==> src/rtl/vote_bus_arbiter_if.sv <==
// Voter bus: per-node request lines and vote words from the nodes,
// one-hot grant back from the arbiter.
//   req    [NUM_NODES]    node -> arbiter, held high for a whole transaction
//   node_v [4*NUM_NODES]  node -> arbiter, {parity, red, green, key} per node
//   gnt    [NUM_NODES]    arbiter -> node, one-hot or zero
interface vote_bus_arbiter_if #(
   parameter int NUM_NODES = 4
);
   logic [NUM_NODES-1:0]   req;
   logic [4*NUM_NODES-1:0] node_v;
   logic [NUM_NODES-1:0]   gnt;

   modport master (output req, output node_v, input gnt);
   modport slave  (input req, input node_v, output gnt);
endinterface

==> src/rtl/vote_bus_arbiter.sv <==
// Round-robin arbiter sharing one tally unit among NUM_NODES voter nodes.
// Each transaction is a 4-phase req/gnt handshake. The granted node's vote
// word is parity-checked and counted into saturating tallies. The poll
// can be closed from IDLE. Once closed it stays closed until reset.
//   clock       system clock, rising edge
//   reset       synchronous, active high
//   bus         vote_bus_arbiter_if.slave (req, node_v in; gnt out)
//   close_poll  close request, sampled only in IDLE
//   busy        transaction in flight (GRANT or WAIT_REL)
//   closed      poll closed
//   done        one-cycle pulse on entry to CLOSED
//   green_cnt / red_cnt  valid votes with green / red set
//   blank_cnt   parity-good words with key clear
//   err_cnt     words with a parity error
//
// state      | meaning
// S_IDLE     | no owner, choose next requester round-robin from ptr
// S_GRANT    | one cycle, tally the captured vote
// S_WAIT_REL | hold gnt until the owner drops req
// S_CLOSED   | poll closed, terminal until reset
module vote_bus_arbiter #(
   parameter int NUM_NODES = 4,
   parameter int COUNT_W   = 8
) (
   input  logic               clock,
   input  logic               reset,
   vote_bus_arbiter_if.slave  bus,
   input  logic               close_poll,
   output logic               busy,
   output logic               closed,
   output logic               done,
   output logic [COUNT_W-1:0] green_cnt,
   output logic [COUNT_W-1:0] red_cnt,
   output logic [COUNT_W-1:0] blank_cnt,
   output logic [COUNT_W-1:0] err_cnt
);
   localparam int PTR_W = $clog2(NUM_NODES);

   typedef enum logic [1:0] {S_IDLE, S_GRANT, S_WAIT_REL, S_CLOSED} state_t;

   state_t               state_q, state_d;
   logic [PTR_W-1:0]     ptr_q, ptr_d;
   logic [PTR_W-1:0]     owner_q, owner_d;
   logic [3:0]           vote_q, vote_d;
   logic [NUM_NODES-1:0] gnt_q, gnt_d;
   logic                 done_q, done_d;
   logic                 tally_en;
   logic                 parity_bad;
   logic [PTR_W-1:0]     winner;
   logic                 found;

   function automatic logic [COUNT_W-1:0] sat_inc(input logic [COUNT_W-1:0] v);
      return (&v) ? v : v + 1'b1;
   endfunction

   // Scan from ptr downward in priority. The last hit is the one nearest ptr.
   always_comb begin : win_search
      int               idx;
      logic [PTR_W-1:0] idx_w;
      winner = '0;
      found  = 1'b0;
      idx    = 0;
      idx_w  = '0;
      for (int k = NUM_NODES - 1; k >= 0; k--) begin
         idx = int'(ptr_q) + k;
         if (idx >= NUM_NODES) idx = idx - NUM_NODES;
         idx_w = PTR_W'(idx);
         if (bus.req[idx_w]) begin
            winner = idx_w;
            found  = 1'b1;
         end
      end
   end

   always_comb begin
      state_d  = state_q;
      ptr_d    = ptr_q;
      owner_d  = owner_q;
      vote_d   = vote_q;
      gnt_d    = gnt_q;
      done_d   = 1'b0;
      tally_en = 1'b0;
      case (state_q)
         S_IDLE: begin
            if (close_poll) begin
               state_d = S_CLOSED;
               done_d  = 1'b1;
               gnt_d   = '0;
            end else if (found) begin
               owner_d        = winner;
               vote_d         = bus.node_v[{winner, 2'b00} +: 4];
               gnt_d          = '0;
               gnt_d[winner]  = 1'b1;
               state_d        = S_GRANT;
            end
         end
         S_GRANT: begin
            tally_en = 1'b1;
            state_d  = S_WAIT_REL;
         end
         S_WAIT_REL: begin
            if (!bus.req[owner_q]) begin
               gnt_d   = '0;
               ptr_d   = (owner_q == PTR_W'(NUM_NODES - 1)) ? '0 : owner_q + 1'b1;
               state_d = S_IDLE;
            end
         end
         S_CLOSED: gnt_d = '0;
         default: begin
            gnt_d   = '0;
            state_d = S_IDLE;
         end
      endcase
   end

   assign parity_bad = vote_q[3] ^ (^vote_q[2:0]);

   always_ff @(posedge clock) begin
      if (reset) begin
         state_q   <= S_IDLE;
         ptr_q     <= '0;
         owner_q   <= '0;
         vote_q    <= '0;
         gnt_q     <= '0;
         done_q    <= 1'b0;
         green_cnt <= '0;
         red_cnt   <= '0;
         blank_cnt <= '0;
         err_cnt   <= '0;
      end else begin
         state_q <= state_d;
         ptr_q   <= ptr_d;
         owner_q <= owner_d;
         vote_q  <= vote_d;
         gnt_q   <= gnt_d;
         done_q  <= done_d;
         if (tally_en) begin
            if (parity_bad) begin
               err_cnt <= sat_inc(err_cnt);
            end else if (!vote_q[0]) begin
               blank_cnt <= sat_inc(blank_cnt);
            end else begin
               if (vote_q[1]) green_cnt <= sat_inc(green_cnt);
               if (vote_q[2]) red_cnt   <= sat_inc(red_cnt);
            end
         end
      end
   end

   assign bus.gnt = gnt_q;
   assign busy    = (state_q == S_GRANT) || (state_q == S_WAIT_REL);
   assign closed  = (state_q == S_CLOSED);
   assign done    = done_q;
endmodule

==> src/flat_wrapper.sv <==
// flat-port wrapper written by rule: the top's interface ports become plain ports
module vote_bus_arbiter_flat 
#(
   parameter int NUM_NODES = 4,
   parameter int COUNT_W   = 8
)
  (clock, reset, close_poll, busy, closed, done, green_cnt, red_cnt, blank_cnt, err_cnt, bus_req, bus_node_v, bus_gnt);
  vote_bus_arbiter_if #(.NUM_NODES(NUM_NODES)) bus_i ();
  input  logic clock;
  input  logic reset;
  input  logic close_poll;
  output logic busy;
  output logic closed;
  output logic done;
  output logic [COUNT_W-1:0] green_cnt;
  output logic [COUNT_W-1:0] red_cnt;
  output logic [COUNT_W-1:0] blank_cnt;
  output logic [COUNT_W-1:0] err_cnt;
  input wire logic [$bits(bus_i.req)-1:0] bus_req;
  input wire logic [$bits(bus_i.node_v)-1:0] bus_node_v;
  output wire logic [$bits(bus_i.gnt)-1:0] bus_gnt;
  assign bus_i.req = bus_req;
  assign bus_i.node_v = bus_node_v;
  assign bus_gnt = bus_i.gnt;
  vote_bus_arbiter #(.NUM_NODES(NUM_NODES), .COUNT_W(COUNT_W)) u_core (.clock(clock), .reset(reset), .bus(bus_i), .close_poll(close_poll), .busy(busy), .closed(closed), .done(done), .green_cnt(green_cnt), .red_cnt(red_cnt), .blank_cnt(blank_cnt), .err_cnt(err_cnt));
endmodule
==> config.mk <==
export PLATFORM = sky130hd
export DESIGN_NAME = vote_bus_arbiter_flat
export DESIGN_NICKNAME = d
export VERILOG_FILES = /design/src/rtl/vote_bus_arbiter_if.sv /design/src/rtl/vote_bus_arbiter.sv /design/src/flat_wrapper.sv
export SDC_FILE = /design/constraint.sdc
export NUM_CORES = 1
export LEC_CHECK = 0
export CORE_UTILIZATION = 49
export DETAILED_ROUTE_END_ITERATION = 8
export PLACE_DENSITY_LB_ADDON = 0.2
export RECOVER_POWER = 25
export SLEW_MARGIN = 10
export SYNTH_ARGS = -nofsm -noshare
export SYNTH_HDL_FRONTEND = slang
export SYNTH_SLANG_ARGS = --single-unit
==> constraint.sdc <==
create_clock -name clock -period 2.37 [get_ports clock]
set_clock_uncertainty 0.15 [all_clocks]
set_input_delay 0.474 -clock clock [delete_from_list [all_inputs] [get_ports clock]]
set_output_delay 0.474 -clock clock [all_outputs]
set_load 0.005 [all_outputs]
# After elaboration in Yosys (flattened, before gate mapping)
# Index checks and enable logic that the tools add are counted.
[totals]
register_bits = 47
inputBits = 23
elab_cells = 104
[op_classes]
add_sub_neg = 12
n_lt_le_gt_ge = 11
n_eq_ne = 6
shifts = 1
muxes = 35
bitwise = 10
n_reduce_logical = 19
[ops]
columns = ["cell", "n"]
rows = [
  ["adder 8 x 1 -> 8 bit, second input constant", 4],
  ["AND reduction 8 bit", 4],
  ["two-way mux 2 bit", 12],
  ["less-than comparator 2 x 3 -> 1 bit, second input constant", 6],
  ["variable part select 16 x 5 -> 4 bit", 1],
  ["two-way mux 1 bit", 12],
  ["two-way mux 4 bit", 3],
  ["one-hot mux 4 bit (3 select lines)", 1],
  ["AND reduction 3 bit", 4],
  ["binary-select mux 1 bit (select 2 bit)", 5],
  ["AND reduction 5 bit", 2],
  ["greater-or-equal comparator 3 bit, second input constant", 3],
  ["inverter 1 bit", 9],
  ["subtractor 2 x 1 -> 2 bit, second input constant", 4],
  ["adder 2 x 2 -> 3 bit, second input constant", 2],
  ["equality test 2 bit, second input constant", 3],
  ["one-hot mux 2 bit (3 select lines)", 1],
  ["nonzero test 3 bit", 2],
  ["AND reduction 4 bit", 1],
  ["adder 2 x 1 -> 3 bit, second input constant", 1],
  ["greater-or-equal comparator 2 x 3 -> 1 bit, second input constant", 1],
  ["inequality test 3 x 2 -> 1 bit, second input constant", 1],
  ["parity 3 bit", 1],
  ["adder 2 x 1 -> 2 bit, second input constant", 1],
  ["other kinds (10)", 10],
]

# Depth between registers and ports, before layout
# Gate-level depths: netlist of the first run.
[depth]
depth_word = 16
mapped_depth = 8
depth_no_buf = 7

# Worst setup path after synthesis of the first run
# No wires, ideal clock.
[synth_timing]
kind = "register to register"
start = "register u_core.vote_q[3]"
end = "register u_core.err_cnt[0]"
setup_time_ns = 0.125
t_arrival_ns = 1.582
required_time_ns = 2.095
path_slack_ns = 0.513
path_stages_with_launch = 6
path_buffers = 0
synth_period_minus_slack_ns = 1.857
path_cell_list = "dfxtp_1 xnor3_2 xnor2_4 or3_4 xor2_1 nor2_2"
[synth_via]
elab_chain_cells = 2
[synth_rtl]
columns = ["element", "line", "source"]
rows = [
  ["start: declaration", "vote_bus_arbiter.sv:44", "logic [3:0] vote_q, vote_d;"],
  ["start signal: assignment", "vote_bus_arbiter.sv:134", "vote_q <= vote_d;"],
  ["XOR 1 bit", "vote_bus_arbiter.sv:116", "assign parity_bad = vote_q[3] ^ (^vote_q[2:0]);"],
  ["AND reduction 3 bit (no line)", "--", ""],
  ["end signal: assignment", "vote_bus_arbiter.sv:139", "err_cnt <= sat_inc(err_cnt);"],
  ["end: declaration", "vote_bus_arbiter.sv:35", "output logic [COUNT_W-1:0] err_cnt"],
]
# Every way passes these cells.
# A chain may end at the register's enable or synchronous reset.

# Worst setup path after layout of the first run
[layout_timing]
start = "input port bus_req[2]"
end = "register u_core.vote_q[2]"
[layout_via]
elab_chain_cells = 7
[layout_rtl]
columns = ["element", "line", "source"]
rows = [
  ["start: declaration", "flat_wrapper.sv:19", "input wire logic [$bits(bus_i.req)-1:0] bus_req;"],
  ["binary-select mux 1 bit (select 2 bit)", "vote_bus_arbiter.sv:68", "if (bus.req[idx_w]) begin"],
  ["two-way mux 1 bit (implied by the code)", "vote_bus_arbiter.sv:68", ""],
  ["two-way mux 2 bit / two-way mux 1 bit (equally long branches) (4 in series)", "vote_bus_arbiter.sv:68", ""],
  ["variable part select 16 x 5 -> 4 bit / AND reduction 3 bit (equally long branches)", "--", ""],
]
# Several ways; a longest one is shown, not always the timed one. The select of a mux whose other input is x is not followed.

==> flow_metrics.py, run 1 <==
metrics = {
    "logic_synthesis": {
        "ys_seq_elements": 47,
        "syn-num-nets": 304,
        "ys_seq_area_frac": 0.379,
        "synth_area_mm2": 0.00248,
        "syn_avg_cell_area_um2": 9.14,
        "synth_cells": 272,
        "synth-async-reset-ratio": 0,
        "synthDistinctLibCells": 49,
        "synth-edff-count": 0,
        "synth-main-ff-cell": "dfxtp_1",
        "ys_warn_count": 0,
    },
    "die": {
        "num_rows": 25,
        "core-area_mm2": 0.00479,
        "fp.dieArea_mm2": 0.00536,
        "fp.dieH_um": 73.2,
        "initial_core_util": 0.519,
        "ioPinCount": 62,
        "die_x_um": 73.2,
    },
    "detailed_routing": {
        "totalWireLength_um": 5430,
        "viasPerCell": 5.45,
        "route.met3.wl_um": 209,
        "wl_met2_um": 2550,
        "ant_nets": 0,
        "vias": 2236,
        "routedWlPerCell_um": 13.2,
        "drc": 0,
        "wl_met1_um": 2590,
        "first_pass_iters": 4,
        "drtIter0Drc": 85,
        "routed.top_layer": "met4",
    },
    "clock_network": {
        "clk_latency_ns": 0.30,
        "cts_tree": "yes",
        "numCtsBuffers": 5,
        "clock-sinks": 47,
        "cts.path.max_buffers": 2,
        "clockRootBuffer": "clkbuf_8",
        "path_clk_slew_ns": 0.08,
        "h-tree-depth": 2,
    },
    "grt": {
        "grt_overflow": 0,
        "grt_max_degree": 17,
        "grt_pass1_wl_um": 8950,
        "gr-usage-all-layers": 0.214,
        "antenna_found_initial": 0,
        "grt_pass1_vias": 2051,
    },
    "critical_path": {
        "required_ns": 2.39,
        "path_max_fanout": 5,
        "arrival_ns": 2.27,
        "end_kind": "flip-flop",
        "start_kind": "input port",
        "crit_type": "input port to flip-flop",
    },
    "pwr": {
        "power_mw": 2.20,
        "p_leak_nw": 1.20,
        "vdd_ir_drop_max_mv": 0.349,
        "power.density_mw_per_mm2": 667,
    },
    "final_layout": {
        "nets": 376,
        "drive_above_1_share": 0.0816,
        "seq_area_um2": 941,
        "syn_to_final_growth_pct": 32.6,
        "n_antenna_cell": 0,
        "nFillCells": 395,
        "postLayoutCoreUtil": 0.689,
        "multi_input_area_mm2": 0.00147,
    },
    "sta": {
        "setup_viol": 0,
        "setup_ws_ns": 0.118,
        "fmax_ghz": 0.444,
        "hold_viol": 0,
        "layout_min_cycle_time_ns": 2.25,
        "finalSetupTns_ns": 0,
        "hold_ws_ns": 0.306,
        "tightest_slew_ns": 0.762,
        "maxSlewViolCount": 0,
        "post-route-period-util": 0.950,
        "slew_headroom": 0.491,
    },
    "worst_hold_path": {
        "min_path_type": "flip-flop to flip-flop",
    },
    "run_status": {
        "status": "complete, no violations",
    },
    "placed_design": {
        "place_congestion": 0.865,
        "hpwl_um": 4040,
        "port_buffers": 61,
        "dp_slack_ns": -0.201,
    },
    "flow_run": {
        "maxCapViolations": 0,
    },
}
## worst max-delay path, cell delays in order
cell,delay [ns]
clkdlybuf4s50_1,0.52
inv_1,0.08
o32a_1,0.40
and2_1,0.24
a2111oi_1,0.46
a211oi_1,0.10
## cell families after synthesis
kind of cell / share of synthesized area
compound gates: 0.171
xor+xnor: 0.105
fa+ha+maj: 0.0453
buf+inv: 0.0277
flops: 0.379
mux: 0.0539
simple gates: 0.218
## metrics by stage
stage          area, µm²  cells
2_1_floorplan       2480    272
3_3_place_gp        3230    404
3_5_place_dp        3230    404
4_1_cts             3300    410
5_1_grt             3300    410
6_report            3300    410
## power breakdown
part           internal (mW)  switching (mW)
sequential             0.865          0.0780
clock                  0.197           0.245
combinational          0.405           0.408
total                   1.47           0.731
## registers in the layout, indices dropped and copies added, names as in the netlist
name,cells
u_core.owner_q,2
u_core.bus.gnt,4
u_core.done,1
u_core.state_q,2
u_core.ptr_q,2
u_core.vote_q,4
u_core.blank_cnt,8
u_core.err_cnt,8
u_core.green_cnt,8
u_core.red_cnt,8
## cells in the mapped netlist (all sizes together) (3+ instances only)
cell type  instances  area, µm²
a2111oi            8       95.1
a211oi             6       45.0
a21boi             5       37.5
a21oi             16       80.1
and4               3       26.3
clkbuf             5       18.8
dfxtp             47        941
ha                 9        113
inv                9       33.8
mux2i             10        100
nand2             21       78.8
nand3              9       45.0
nand4              5       31.3
nor2              35        134
nor3               8       40.0
o21ai              5       25.0
o21bai             3       22.5
or3                8       55.1
or4                3       22.5
xnor2             23        220
## area by class of cell
class / count / area share
inverter: 9 / 0.0103
tap: 67 / 0.0254
clock buffer: 6 / 0.0220
timing repair buffer: 72 / 0.210
sequential: 47 / 0.285
multi-input combinational: 209 / 0.446
## path summary, 6_finish.rpt
kind	from	endpoint	slack, ns	depth (start not counted)
worst max-delay path	bus_req[2]	u_core.vote_q[2]	0.12	6
worst min-delay path	u_core.bus.gnt[1]	u_core.bus.gnt[1]	0.31	2
worst max register to register	u_core.state_q[1]	u_core.blank_cnt[3]	0.30	6
worst min register to register	u_core.bus.gnt[1]	u_core.bus.gnt[1]	0.31	2
## repair_timing
action                                 in CTS  in global routing
setup buffers                               0                  0
hold buffers                                0                  0
setup endpoints to repair                   0                  2
gates resized for setup                     0                  2
endpoints found under the hold margin       0                  0
## layer usage
layer | GRT usage | vias to the layer above
met4 | 0.0784 | 0
met2 | 0.363 | 55
met3 | 0.0359 | 7
met5 | 0 | -
met1 | 0.272 | 1036
li1 | - | 1138
## layout by cell type, fill, tap and decap left out, types with 4 or more instances in the layout
| cell | Yosys | final |
|---|---|---|
| inv_1 | 9 | 9 |
| xnor2_1 | 22 | 22 |
| clkdlybuf4s50_1 | 0 | 42 |
| a211oi_1 | 6 | 6 |
| ha_1 | 9 | 9 |
| o21ai_0 | 5 | 5 |
| dfxtp_1 | 47 | 47 |
| or3_1 | 7 | 7 |
| mux2i_1 | 10 | 10 |
| nand4_1 | 5 | 5 |
| clkbuf_8 | 0 | 5 |
| nor3_1 | 8 | 8 |
| a2111oi_2 | 4 | 4 |
| buf_4 | 0 | 11 |
| a21oi_1 | 16 | 16 |
| nor2_1 | 34 | 34 |
| dlygate4sd3_1 | 0 | 19 |
| nand2_1 | 21 | 21 |
| nand3_1 | 9 | 9 |
| a21boi_0 | 5 | 5 |
No activity file was read; power rests on OpenSTA's default activity.
==> run 2, diff against run 1 <==
==> constraint.sdc (replaced) <==
create_clock -name clock -period 2.4 [get_ports clock]
set_clock_uncertainty 0.15 [all_clocks]
set_input_delay 0.48 -clock clock [delete_from_list [all_inputs] [get_ports clock]]
set_output_delay 0.48 -clock clock [all_outputs]
set_load 0.005 [all_outputs]
==> run 2 against run 1 <==
Against the previous run: sequential power down 1%; die area unchanged; sequential share of layout area about the same; first-iteration DRC count up 25%; hold slack better by 0.0034 ns.
==> flow_metrics.py, run 2 (synthesis gave the netlist of run 1 again) <==
metrics = {
    "run_status": {
        "status": "complete, no violations",
    },
    "final_layout": {
        "final_cells": 409,
        "drive_above_1_share": 0.0819,
        "nets": 374,
        "final_common_cell": "dfxtp_1",
        "n_antenna_cell": 0,
        "seq_area_um2": 941,
        "syn_to_final_growth_pct": 32.6,
        "multi_input_area_mm2": 0.00147,
        "nFillCells": 409,
        "layout_common_cells": "47 x dfxtp_1, 42 x clkdlybuf4s50_1, 34 x nor2_1, 22 x xnor2_1, 21 x nand2_1",
    },
    "detailed_routing": {
        "totalWireLength_um": 5260,
        "drc": 0,
        "viasPerCell": 5.51,
        "ant_nets": 0,
        "routedWlPerCell_um": 12.9,
        "vias": 2255,
        "first_pass_iters": 4,
        "drtIter0Drc": 106,
    },
    "grt": {
        "grt_pass1_wl_um": 8670,
        "gr-usage-all-layers": 0.207,
        "grt_overflow": 0,
        "antenna_found_initial": 0,
        "grt_max_degree": 17,
        "grt_pass1_vias": 1977,
    },
    "sta": {
        "finalSetupTns_ns": 0,
        "setup_viol": 0,
        "hold_viol": 0,
        "fmax_ghz": 0.446,
        "maxSlewViolCount": 0,
        "slew_headroom": 0.481,
        "setup_ws_ns": 0.156,
        "tightest_slew_ns": 0.777,
        "rsz0062_at_grt": "no",
        "post-route-period-util": 0.935,
        "layout_min_cycle_time_ns": 2.24,
    },
    "critical_path": {
        "reg2reg_depth": 5,
        "required_ns": 1.77,
        "start_kind": "flip-flop",
        "r2r-end": "u_core.green_cnt[7]",
        "crit_type": "flip-flop to primary output",
        "rr_startpoint": "u_core.state_q[1]",
        "path_max_fanout": 4,
        "r2r_setup_slack_ns": 0.24,
        "arrival_ns": 1.61,
        "end_kind": "primary output",
    },
    "die": {
        "fp.dieArea_mm2": 0.00536,
        "initial_core_util": 0.519,
        "fp.dieH_um": 73.2,
        "num_rows": 25,
        "die_x_um": 73.2,
        "core-area_mm2": 0.00479,
        "ioPinCount": 62,
    },
    "clock_network": {
        "cts_hold_buf": 0,
        "clk_latency_ns": 0.30,
        "clock-sinks": 47,
        "path_clk_slew_ns": 0.09,
        "cts.path.max_buffers": 2,
        "cts_resized": 0,
        "cts_tree": "yes",
        "numCtsBuffers": 5,
        "cts_setup_buffers": 0,
        "clockRootBuffer": "clkbuf_8",
        "h-tree-depth": 2,
    },
    "worst_hold_path": {
        "whs_path_depth": 2,
        "min_path_type": "flip-flop to flip-flop",
        "min_from": "u_core.bus.gnt[1]",
        "min_to": "u_core.bus.gnt[1]",
    },
    "pwr": {
        "vdd_ir_drop_max_mv": 0.366,
        "p_leak_nw": 1.20,
        "power.density_mw_per_mm2": 667,
    },
    "placed_design": {
        "dp_slack_ns": -0.105,
        "port_buffers": 61,
        "hpwl_um": 3940,
        "placed_cells": 402,
        "place_congestion": 0.850,
    },
    "flow_run": {
        "maxCapViolations": 0,
    },
}
run 2: cell types whose count changed in the layout (fill, tap and decap cells not counted):
cell / change
clkinv_2: +1
clkbuf_8: +1
buf_4: -2
clkbuf_1: -1
a2111oi_0: +1
a2111oi_1: -1
run 2: worst max-delay path, stage by stage, from the launching register on:
cell	delay [ns]
dfxtp_1	0.40
inv_1	0.08
ha_1	0.33
clkdlybuf4s50_1	0.51
run 2: area by class of cell:
type	instances	share of cell area
Multi-Input combinational cell	209	0.446
Sequential cell	47	0.286
Timing Repair Buffer	70	0.206
Tap cell	67	0.0254
Clock buffer	6	0.0251
Inverter	9	0.0103
Clock inverter	1	0.00152
run 2: per-layer routing:
layer	wire, µm	global-route usage	part of all wire	up-vias
met5	0	0	0	-
met4	49	0.0588	0.0093	0
met3	292	0.0470	0.056	4
met2	2450	0.349	0.47	73
met1	2460	0.263	0.47	1042
li1	-	-	-	1136
run 2: how the worst max path moves through the flow:
stage | from | end | slack [ns] | cells past startpoint
floorplan | u_core.vote_q[3] | u_core.err_cnt[0] | 0.54 | 5
global placement | bus_req[2] | u_core.vote_q[0] | -0.04 | 6
detailed placement | bus_req[2] | u_core.vote_q[2] | -0.10 | 6
CTS | u_core.state_q[0] | busy | 0.15 | 3
global route | bus_req[2] | u_core.vote_q[2] | 0.06 | 6
finish | u_core.state_q[0] | busy | 0.16 | 3
run 2: metrics by stage:
stage,hold WS (ns),utilization,total power [mW],cell area [µm²]
global route,0.325,0.688,2.33,3290
global placement,0.297,0.671,1.73,3210
finish,0.309,0.688,2.20,3290
detailed placement,0.301,0.671,1.74,3210
CTS,0.313,0.689,2.23,3300
floorplan,0.295,-,1.49,2480
run 2: where the power goes:
group	leakage (nW)	internal, mW	switching, mW
combinational	0.772	0.385	0.395
clock	0.0470	0.227	0.262
sequential	0.381	0.854	0.0746
total	1.20	1.47	0.732
